File: src/rtl/ldm_result_reader_pkg.sv
// Shared constants and FSM encoding for the LDM result reader.
package ldm_result_reader_pkg;

  localparam int unsigned DATA_BITS      = 64;
  localparam int unsigned LDM_WORD_BYTES = 8;

  typedef enum logic [1:0] {
    StIdle,
    StRead,
    StDrain,
    StDone
  } ldm_rd_state_e;

endpackage

File: src/rtl/ldm_rd_fifo.sv
// Small first-word-fall-through FIFO holding LDM words plus their last flag.
// Pointer wrap relies on Depth being a power of two.
module ldm_rd_fifo #(
  parameter int unsigned Width = 65,
  parameter int unsigned Depth = 2,
  localparam int unsigned PtrW = (Depth > 1) ? $clog2(Depth) : 1,
  localparam int unsigned CntW = $clog2(Depth + 1)
) (
  input  logic            clk_i,
  input  logic            rst_ni,
  input  logic            push_i,
  input  logic [Width-1:0] wdata_i,
  input  logic            pop_i,
  output logic [Width-1:0] rdata_o,
  output logic [CntW-1:0] count_o
);

  logic [Width-1:0] mem_q [Depth];
  logic [PtrW-1:0]  wr_ptr_q;
  logic [PtrW-1:0]  rd_ptr_q;
  logic [CntW-1:0]  count_q;

  // Storage and pointers; a push into a full FIFO is legal when the head pops on the same edge.
  always_ff @(posedge clk_i or negedge rst_ni) begin
    if (!rst_ni) begin
      for (int i = 0; i < Depth; i++) begin
        mem_q[i] <= '0;
      end
      wr_ptr_q <= '0;
      rd_ptr_q <= '0;
      count_q  <= '0;
    end else begin
      if (push_i) begin
        mem_q[wr_ptr_q] <= wdata_i;
        wr_ptr_q        <= wr_ptr_q + PtrW'(1);
      end
      if (pop_i) begin
        rd_ptr_q <= rd_ptr_q + PtrW'(1);
      end
      count_q <= count_q + CntW'(push_i) - CntW'(pop_i);
    end
  end

  assign rdata_o = mem_q[rd_ptr_q];
  assign count_o = count_q;

endmodule

File: src/rtl/ldm_result_reader.sv
// Walks a window of LDM after the core completes and streams the 64-bit words out
// with valid/ready/last. The read address is registered, so the LDM word for the
// address on the port is captured at the following edge.
module ldm_result_reader
  import ldm_result_reader_pkg::*;
#(
  parameter int unsigned CNT_BITS   = 16,
  parameter int unsigned FIFO_DEPTH = 2
) (
  input  logic                 CLK,
  input  logic                 RST,
  input  logic [DATA_BITS-1:0] base_addr_in_64,
  input  logic [CNT_BITS-1:0]  word_cnt_in,
  input  logic                 complete_in,
  output logic [DATA_BITS-1:0] LDM_addra_out_64,
  output logic [7:0]           LDM_wea_out,
  input  logic [DATA_BITS-1:0] LDM_douta_in_64,
  output logic [DATA_BITS-1:0] dout_64,
  output logic                 dout_valid,
  output logic                 dout_last,
  input  logic                 dout_ready,
  output logic                 busy_out,
  output logic                 done_out
);

  localparam int unsigned FifoCntW = $clog2(FIFO_DEPTH + 1);
  localparam int unsigned OccW     = FifoCntW + 1;

  ldm_rd_state_e        state_q;
  logic                 cmp_q;
  logic                 armed_q;
  logic [DATA_BITS-1:0] addr_q;
  logic [CNT_BITS-1:0]  rem_q;
  logic                 inflight_q;
  logic                 inflight_last_q;
  logic                 busy_q;
  logic                 done_q;

  logic [DATA_BITS:0]   fifo_rdata;
  logic [FifoCntW-1:0]  fifo_count;
  logic                 pop;
  logic                 trig;
  logic                 issue_ok;
  logic                 empty_next;
  logic [OccW-1:0]      occ;

  assign dout_valid = (fifo_count != '0);
  assign pop        = dout_valid & dout_ready;
  // armed_q keeps the first post-reset cycle sample-only.
  assign trig       = armed_q & complete_in & ~cmp_q & (state_q == StIdle);
  // Occupancy counts the word landing this edge; a same-edge pop frees a slot.
  assign occ        = {1'b0, fifo_count} + OccW'(inflight_q);
  assign issue_ok   = occ < (OccW'(FIFO_DEPTH) + OccW'(pop));
  assign empty_next = ~inflight_q & ((fifo_count == '0) ||
                                     ((fifo_count == FifoCntW'(1)) & pop));

  // Control FSM with address/issue bookkeeping and registered status outputs.
  always_ff @(posedge CLK or negedge RST) begin
    if (!RST) begin
      state_q         <= StIdle;
      cmp_q           <= 1'b0;
      armed_q         <= 1'b0;
      addr_q          <= '0;
      rem_q           <= '0;
      inflight_q      <= 1'b0;
      inflight_last_q <= 1'b0;
      busy_q          <= 1'b0;
      done_q          <= 1'b0;
    end else begin
      cmp_q      <= complete_in;
      armed_q    <= 1'b1;
      done_q     <= 1'b0;
      inflight_q <= 1'b0;
      unique case (state_q)
        StIdle: begin
          if (trig) begin
            busy_q <= 1'b1;
            if (word_cnt_in == '0) begin
              // An empty window idles one cycle in drain so done lands like any readout.
              state_q <= StDrain;
            end else begin
              addr_q          <= base_addr_in_64 & ~DATA_BITS'(LDM_WORD_BYTES - 1);
              inflight_q      <= 1'b1;
              inflight_last_q <= (word_cnt_in == CNT_BITS'(1));
              rem_q           <= word_cnt_in - CNT_BITS'(1);
              state_q         <= StRead;
            end
          end
        end
        StRead: begin
          if (rem_q == '0) begin
            state_q <= StDrain;
          end else if (issue_ok) begin
            addr_q          <= addr_q + DATA_BITS'(LDM_WORD_BYTES);
            inflight_q      <= 1'b1;
            inflight_last_q <= (rem_q == CNT_BITS'(1));
            rem_q           <= rem_q - CNT_BITS'(1);
            if (rem_q == CNT_BITS'(1)) begin
              state_q <= StDrain;
            end
          end
        end
        StDrain: begin
          if (empty_next) begin
            state_q <= StDone;
            busy_q  <= 1'b0;
            done_q  <= 1'b1;
          end
        end
        StDone: begin
          state_q <= StIdle;
        end
      endcase
    end
  end

  ldm_rd_fifo #(
    .Width (DATA_BITS + 1),
    .Depth (FIFO_DEPTH)
  ) u_fifo (
    .clk_i   (CLK),
    .rst_ni  (RST),
    .push_i  (inflight_q),
    .wdata_i ({inflight_last_q, LDM_douta_in_64}),
    .pop_i   (pop),
    .rdata_o (fifo_rdata),
    .count_o (fifo_count)
  );

  assign LDM_addra_out_64 = addr_q;
  assign LDM_wea_out      = 8'h00;
  assign dout_64          = fifo_rdata[DATA_BITS-1:0];
  assign dout_last        = dout_valid & fifo_rdata[DATA_BITS];
  assign busy_out         = busy_q;
  assign done_out         = done_q;

endmodule

File: config.mk
export PLATFORM = sky130hd
export DESIGN_NAME = ldm_result_reader
export DESIGN_NICKNAME = d
export VERILOG_FILES = /design/src/rtl/ldm_result_reader_pkg.sv /design/src/rtl/ldm_rd_fifo.sv /design/src/rtl/ldm_result_reader.sv
export SDC_FILE = /design/constraint.sdc
export NUM_CORES = 1
export LEC_CHECK = 0
export BUFFER_PORTS_ARGS = -buffer_cell sky130_fd_sc_hd__buf_2
export CORE_UTILIZATION = 54
export DETAILED_ROUTE_END_ITERATION = 12
export GPL_TIMING_DRIVEN = 0
export PLACE_DENSITY = 0.81
export SETUP_SLACK_MARGIN = 0.02
export SLEW_MARGIN = 15
export SYNTH_ARGS = -nofsm -noshare
export SYNTH_HDL_FRONTEND = slang
export SYNTH_SLANG_ARGS = --single-unit
File: constraint.sdc
create_clock -name CLK -period 3.1 [get_ports CLK]
set_input_delay 0 -clock CLK [delete_from_list [all_inputs] [get_ports CLK]]
set_output_delay 0 -clock CLK [all_outputs]
set_load 0.05 [all_outputs]
### Word level (Yosys, flattened, before mapping)

Index checks and enable logic that the tools add are counted.

* $add $sub $neg: 9
* $lt $le $gt $ge: 4
* eq/ne operators: 13
* multiplexer cells: 38
* bitwise gates (word level): 11
* reduce and logical (&&, ||, !) cells: 12

Operators with widths (number)
* $mux W65: 4
* $mux W64: 4
* $bwmux W130: 1
* $pmux W64 S2: 1
* $demux W65 S1: 1
* $add A64 B4 Y64 const B: 1
* $mux W16: 4
* $eq A16 B1 Y1 const B: 2
* $logic_not A16 Y1: 2
* $pmux W16 S2: 1
* $sub A16 B1 Y16 const B: 2
* $mux W1: 12
* $mux W2: 6
* $ne A2 B2 Y1 const B: 5
* $pmux W2 S4: 1
* $and A1 B1 Y1: 7
* $ne A3 B3 Y1 const B: 2
* $pmux W1 S2: 3
* $reduce_bool A2 Y1: 3
* $reduce_and A5 Y1: 1
* $eq A2 B1 Y1 const B: 2
* $eq A2 B2 Y1 const B: 2
* $ge A2 B2 Y1 const B: 2
* $logic_not A2 Y1: 2
* 13 further kinds: 16

* flip-flop bits (word level): 222

### Longest topological paths before layout

* word-level depth: 7
* depth in mapped cells: 10
* gate-level depth less buffers: 8

### Cells and area by module

A second synthesis with hierarchy kept.

* cells, all modules: 1121
* area, all modules: 11908.9 um^2

By module, submodules not included
* ldm_result_reader: instances 1, cells each 761, area each 6112.1 um^2, seq. area each 2127.0 um^2
* ldm_rd_fifo: instances 1, cells each 360, area each 5796.8 um^2, seq. area each 3353.2 um^2

### Worst setup path before layout

No wires, ideal clock.

* kind: register to register
* start: register addr_q[3] (netlist: LDM_addra_out_64[3])
* end: register addr_q[39] (netlist: LDM_addra_out_64[39])
* setup time: 126 ps
* data arrival time: 2609 ps
* data required time: 2974 ps
* slack: 365 ps
* cell stages (with the launch flop): 9
* buffers on the path: 1
* cell sequence: dfrtp_1 ha_1 nand2_1 or4_4 or4_1 buf_2 o21ai_0 nand2_1 a221o_1

* word-level cells in the longest chain between the ends: 4

RTL lines
* from (decl): line ldm_result_reader.sv:32 `logic [DATA_BITS-1:0] addr_q;`
* from (signal assigned): line ldm_result_reader.sv:82 `addr_q <= base_addr_in_64 & ~DATA_BITS'(LDM_WORD_BYTES - 1);`
* from (signal assigned): line ldm_result_reader.sv:94 `addr_q <= addr_q + DATA_BITS'(LDM_WORD_BYTES);`
* $add A64 B4 Y64: line ldm_result_reader.sv:94
* $mux W64: line ldm_result_reader.sv:93 `end else if (issue_ok) begin`
* $mux W64: line ldm_result_reader.sv:91 `if (rem_q == '0) begin`
* $pmux W64 S2: line ldm_result_reader.sv:74 `unique case (state_q)`

No other way between the ends. The select of a mux whose other input is x is not followed.
A chain may end at the register's enable or synchronous reset.

### Worst setup path after layout

* start: register rem_q[0]
* end: register addr_q[26] (netlist: LDM_addra_out_64[26])

* word-level cells in the longest chain between the ends: 3

RTL lines
* from (decl): line ldm_result_reader.sv:33 `logic [CNT_BITS-1:0] rem_q;`
* from (signal assigned): line ldm_result_reader.sv:85 `rem_q <= word_cnt_in - CNT_BITS'(1);`
* from (signal assigned): line ldm_result_reader.sv:97 `rem_q <= rem_q - CNT_BITS'(1);`
* $logic_not A16 Y1: line ldm_result_reader.sv:91
* $ne A2 B2 Y1 (no line)
* $reduce_and A5 Y1 (no line)

No other way between the ends.

==> out/metrics.csv <==
stage,metric,value,unit
place,Port Buffers,273,
floorplan,Ports,288,
sta,RSZ-0062 raised after global routing,true,
clocking,clk_lat worst skew,550,ps
critical_path,WP data required,3550,ps
sta,fin. max-slew vios,0,
detailed_routing,WL/cell,23.1,um
power,Tot Pwr,17.0,mW
detailed_routing,drt drc,0,
power,internal power,8.99,mW
detailed_routing,via count,11800,
global_routing,global-route wire length before repair,64700,um
sta,worst hold slack,16.5,ps
place,Post-Place Cells,1673,
global_routing,GRT Total Usage,0.378,
power,clock share of power,0.205,
synth,post-synthesis register bit count,219,
sta,Slew @ Worst Pin,875,ps
clocking,CTS Buf Count,25,
synth,syn avg cell area,10.6,um2
sta,FMAX,328,MHz
sta,# setup viols final,0,
power,Comb power frac,0.520,
clocking,CTS tree,done,
critical_path,crit path DAT,3500,ps
finish,final net count,1732,
place,routability cong.,0.968,
global_routing,number of global-route vias before repair,11800,
detailed_routing,Iter 0 DRT Violations,1112,
sta,Layout Skew,22.5,ps
critical_path,crit path launch type,flop,
critical_path,critical path cell sequence,inv_1 -> ha_1 -> or3b_2 -> nor2b_1 -> a21oi_1 -> o21ai_2 -> buf_2 -> buf_4 -> nor3_1 -> nor3_1,
detailed_routing,final wirelength,43100,um
detailed_routing,drt first pass iters,6,
synth,post-synthesis cell type count,73,
synth,Main synth FF type,dfrtp_1,
critical_path,Crit. End Element,flop,
critical_path,critical path's most frequent cell,nor3_1,
run,total of max-cap violations,0,
run_status,status,completed,
critical_path,Setup CP Type,reg -> reg,
sta,post-layout min period,3050,ps
min_path,HP Class,in -> reg,
clocking,clk slew on worst S/H paths,60,ps
synth,"EDFF count, synth",0,
critical_path,CP max FO,10,
synth,Syn Inst Count,1113,
power,Switch Pwr,8.02,mW
clocking,clk sinks,219,
floorplan,Rows,53,
critical_path,Critical-path top delay cell,or3b_2,
synth,post-synthesis cell area,0.0118,mm2
sta,crit share post-route,0.983,
synth,register area share after synthesis,0.466,
detailed_routing,vias per cell,6.32,
finish,area grow syn2layout,36.4,%
synth,Synth async-reset ratio,1.00,
floorplan,full die area,0.0224,mm2
power,Lkg Pwr,6.97,nW
finish,share of cells above drive strength 1,0.362,
global_routing,grt ovf,0,
finish,FILL cells,1319,
floorplan,Chip Height,150,um
critical_path,"CP delay by family, top",simple AND/OR/NAND/NOR gates,
finish,Non-Filler Instances,1865,
floorplan,Core ar.,0.0212,mm2
power,sequential power share,0.275,
sta,final hold violations,0,
clocking,Root Driver,clkbuf_16,
floorplan,initial cell density of the core,0.556,
sta,Worst slew margin,0.414,
place,DP Wirelength,26400,um
global_routing,initial antenna violation count,0,
synth,Ys Warns,0,
clocking,clock buffer depth,3,
critical_path,buffers and inverters on the worst path,3,
clocking,CTS H-Tree Depth,1,
floorplan,DIE WIDTH,150,um
detailed_routing,ANT nets after route,0,
power,sw frac,0.471,
power,PD cells,1060,mW/mm2
power,peak supply drop,0.000643,V
global_routing,largest net degree at the start of global routing,107,
critical_path,max incr delay on CP,510,ps
[cell type report]
class | count | area, um2 | share of cell area
Multi-Input combinational cell | 807 | 5930 | 0.370
Sequential cell | 219 | 5480 | 0.342
Timing Repair Buffer | 420 | 2880 | 0.180
Clock buffer | 32 | 702 | 0.0438
Buffer | 75 | 348 | 0.0217
Tap cell | 275 | 344 | 0.0215
Clock inverter | 14 | 265 | 0.0165
Inverter | 22 | 82.6 | 0.00515
Antenna cell | 1 | 2.50 | 0.000156
[synthesized netlist by cell type (5+ instances only)]
| master | number | area share |
|---|---|---|
| dfrtp_1 | 219 | 0.47 |
| mux2_2 | 197 | 0.19 |
| nor2_1 | 71 | 0.023 |
| nand2_1 | 70 | 0.022 |
| a21oi_1 | 54 | 0.023 |
| clkbuf_1 | 52 | 0.017 |
| nand3_1 | 50 | 0.021 |
| o21ai_0 | 47 | 0.020 |
| nor3_1 | 36 | 0.015 |
| nand4_1 | 28 | 0.015 |
| inv_1 | 22 | 0.0070 |
| o22ai_1 | 22 | 0.012 |
| nor4_1 | 19 | 0.010 |
| or4_1 | 17 | 0.011 |
| ha_1 | 14 | 0.015 |
| buf_4 | 12 | 0.0077 |
| and3_1 | 9 | 0.0048 |
| buf_2 | 9 | 0.0038 |
| xnor2_1 | 9 | 0.0067 |
| or3_1 | 8 | 0.0043 |
| xor2_1 | 8 | 0.0060 |
| a32oi_1 | 7 | 0.0052 |
| o31ai_1 | 7 | 0.0045 |
| o32ai_1 | 7 | 0.0052 |
| a211oi_1 | 6 | 0.0038 |
| nand2b_1 | 6 | 0.0032 |
| o221ai_1 | 6 | 0.0045 |
| a311oi_1 | 5 | 0.0037 |
| a31o_2 | 5 | 0.0037 |
| a31oi_1 | 5 | 0.0027 |
| mux2i_1 | 5 | 0.0043 |
[cells by family after synthesis]
group | synth area share
fa+ha+maj | 0.0149
simple gates | 0.154
other cells | 0.000639
flops | 0.466
xor+xnor | 0.0127
compound gates | 0.123
buf+inv | 0.0358
mux | 0.193
[tightest hold or removal path, cell delays in order]
cell and delay [ps]:
buf_2 120, mux2_2 150, nor2_1 40, a211oi_1 200
[placed cells by master, fill, tap and decap left out, drive strengths merged, types with 36 or more instances in the layout]
| cell | synthesis | routed |
|---|---|---|
| o21ai | 50 | 50 |
| nor3 | 36 | 36 |
| clkbuf | 52 | 84 |
| dfrtp | 219 | 219 |
| dlygate4sd3 | 0 | 144 |
| mux2 | 197 | 197 |
| a21oi | 54 | 54 |
| buf | 23 | 299 |
| nand3 | 51 | 51 |
| nand2 | 70 | 70 |
| nor2 | 71 | 71 |
[stage by stage]
stage	util	area, um2	TNS [ps]	worst slack [ps]
floorplan	-	11800	0	365
global placement	0.638	13500	-360550	-1660
detailed placement	0.642	13600	0	25.9
CTS	0.756	16000	0	119
global route	0.758	16000	0	13.2
finish	0.758	16000	0	52.1
[power groups by stage]
stage / Clock [mW] / Combinational (mW) / Sequential, mW
floorplan: 0 / 6.11 / 4.50
global placement: 0 / 8.05 / 4.45
detailed placement: 0 / 8.24 / 4.55
CTS: 3.46 / 8.48 / 4.54
global route: 3.60 / 9.17 / 4.75
finish: 3.48 / 8.85 / 4.67
[routing by layer]
layer | part of all wire | track usage | vias up
li1 | - | - | 5083
met1 | 0.36 | 0.447 | 5620
met2 | 0.47 | 0.632 | 842
met3 | 0.11 | 0.0896 | 233
met4 | 0.060 | 0.207 | 0
met5 | 0 | 0 | -
[sequential cells by signal, indices dropped and copies added (netlist names)]
signal	flops
u_fifo.mem_q	130
LDM_addra_out_64	61
rem_q	16
state_q	2
u_fifo.count_o	2
armed_q	1
busy_out	1
cmp_q	1
done_out	1
inflight_last_q	1
inflight_q	1
u_fifo.rd_ptr_q	1
u_fifo.wr_ptr_q	1
[worst paths after layout]
kind	from	endpoint	slack, ps	cells after the start
max in group asynchronous	RST	u_fifo.mem_q[69]	2010	3
worst max-delay path	rem_q[0]	LDM_addra_out_64[26]	50	10
worst min-delay path	base_addr_in_64[56]	LDM_addra_out_64[56]	20	4
min in group asynchronous	RST	u_fifo.mem_q[117]	140	3
worst min register to register	u_fifo.wr_ptr_q	u_fifo.wr_ptr_q	500	1
worst max register to register	rem_q[0]	LDM_addra_out_64[26]	50	10
[timing repair]
item	in CTS	in global routing
resized for setup	1	21
buffers inserted	0	1
pin swaps	0	1
setup endpoints to repair	2	29
hold buffers	144	0
endpoints found under the hold margin	426	0
Power figures use the tool's default switching activity.
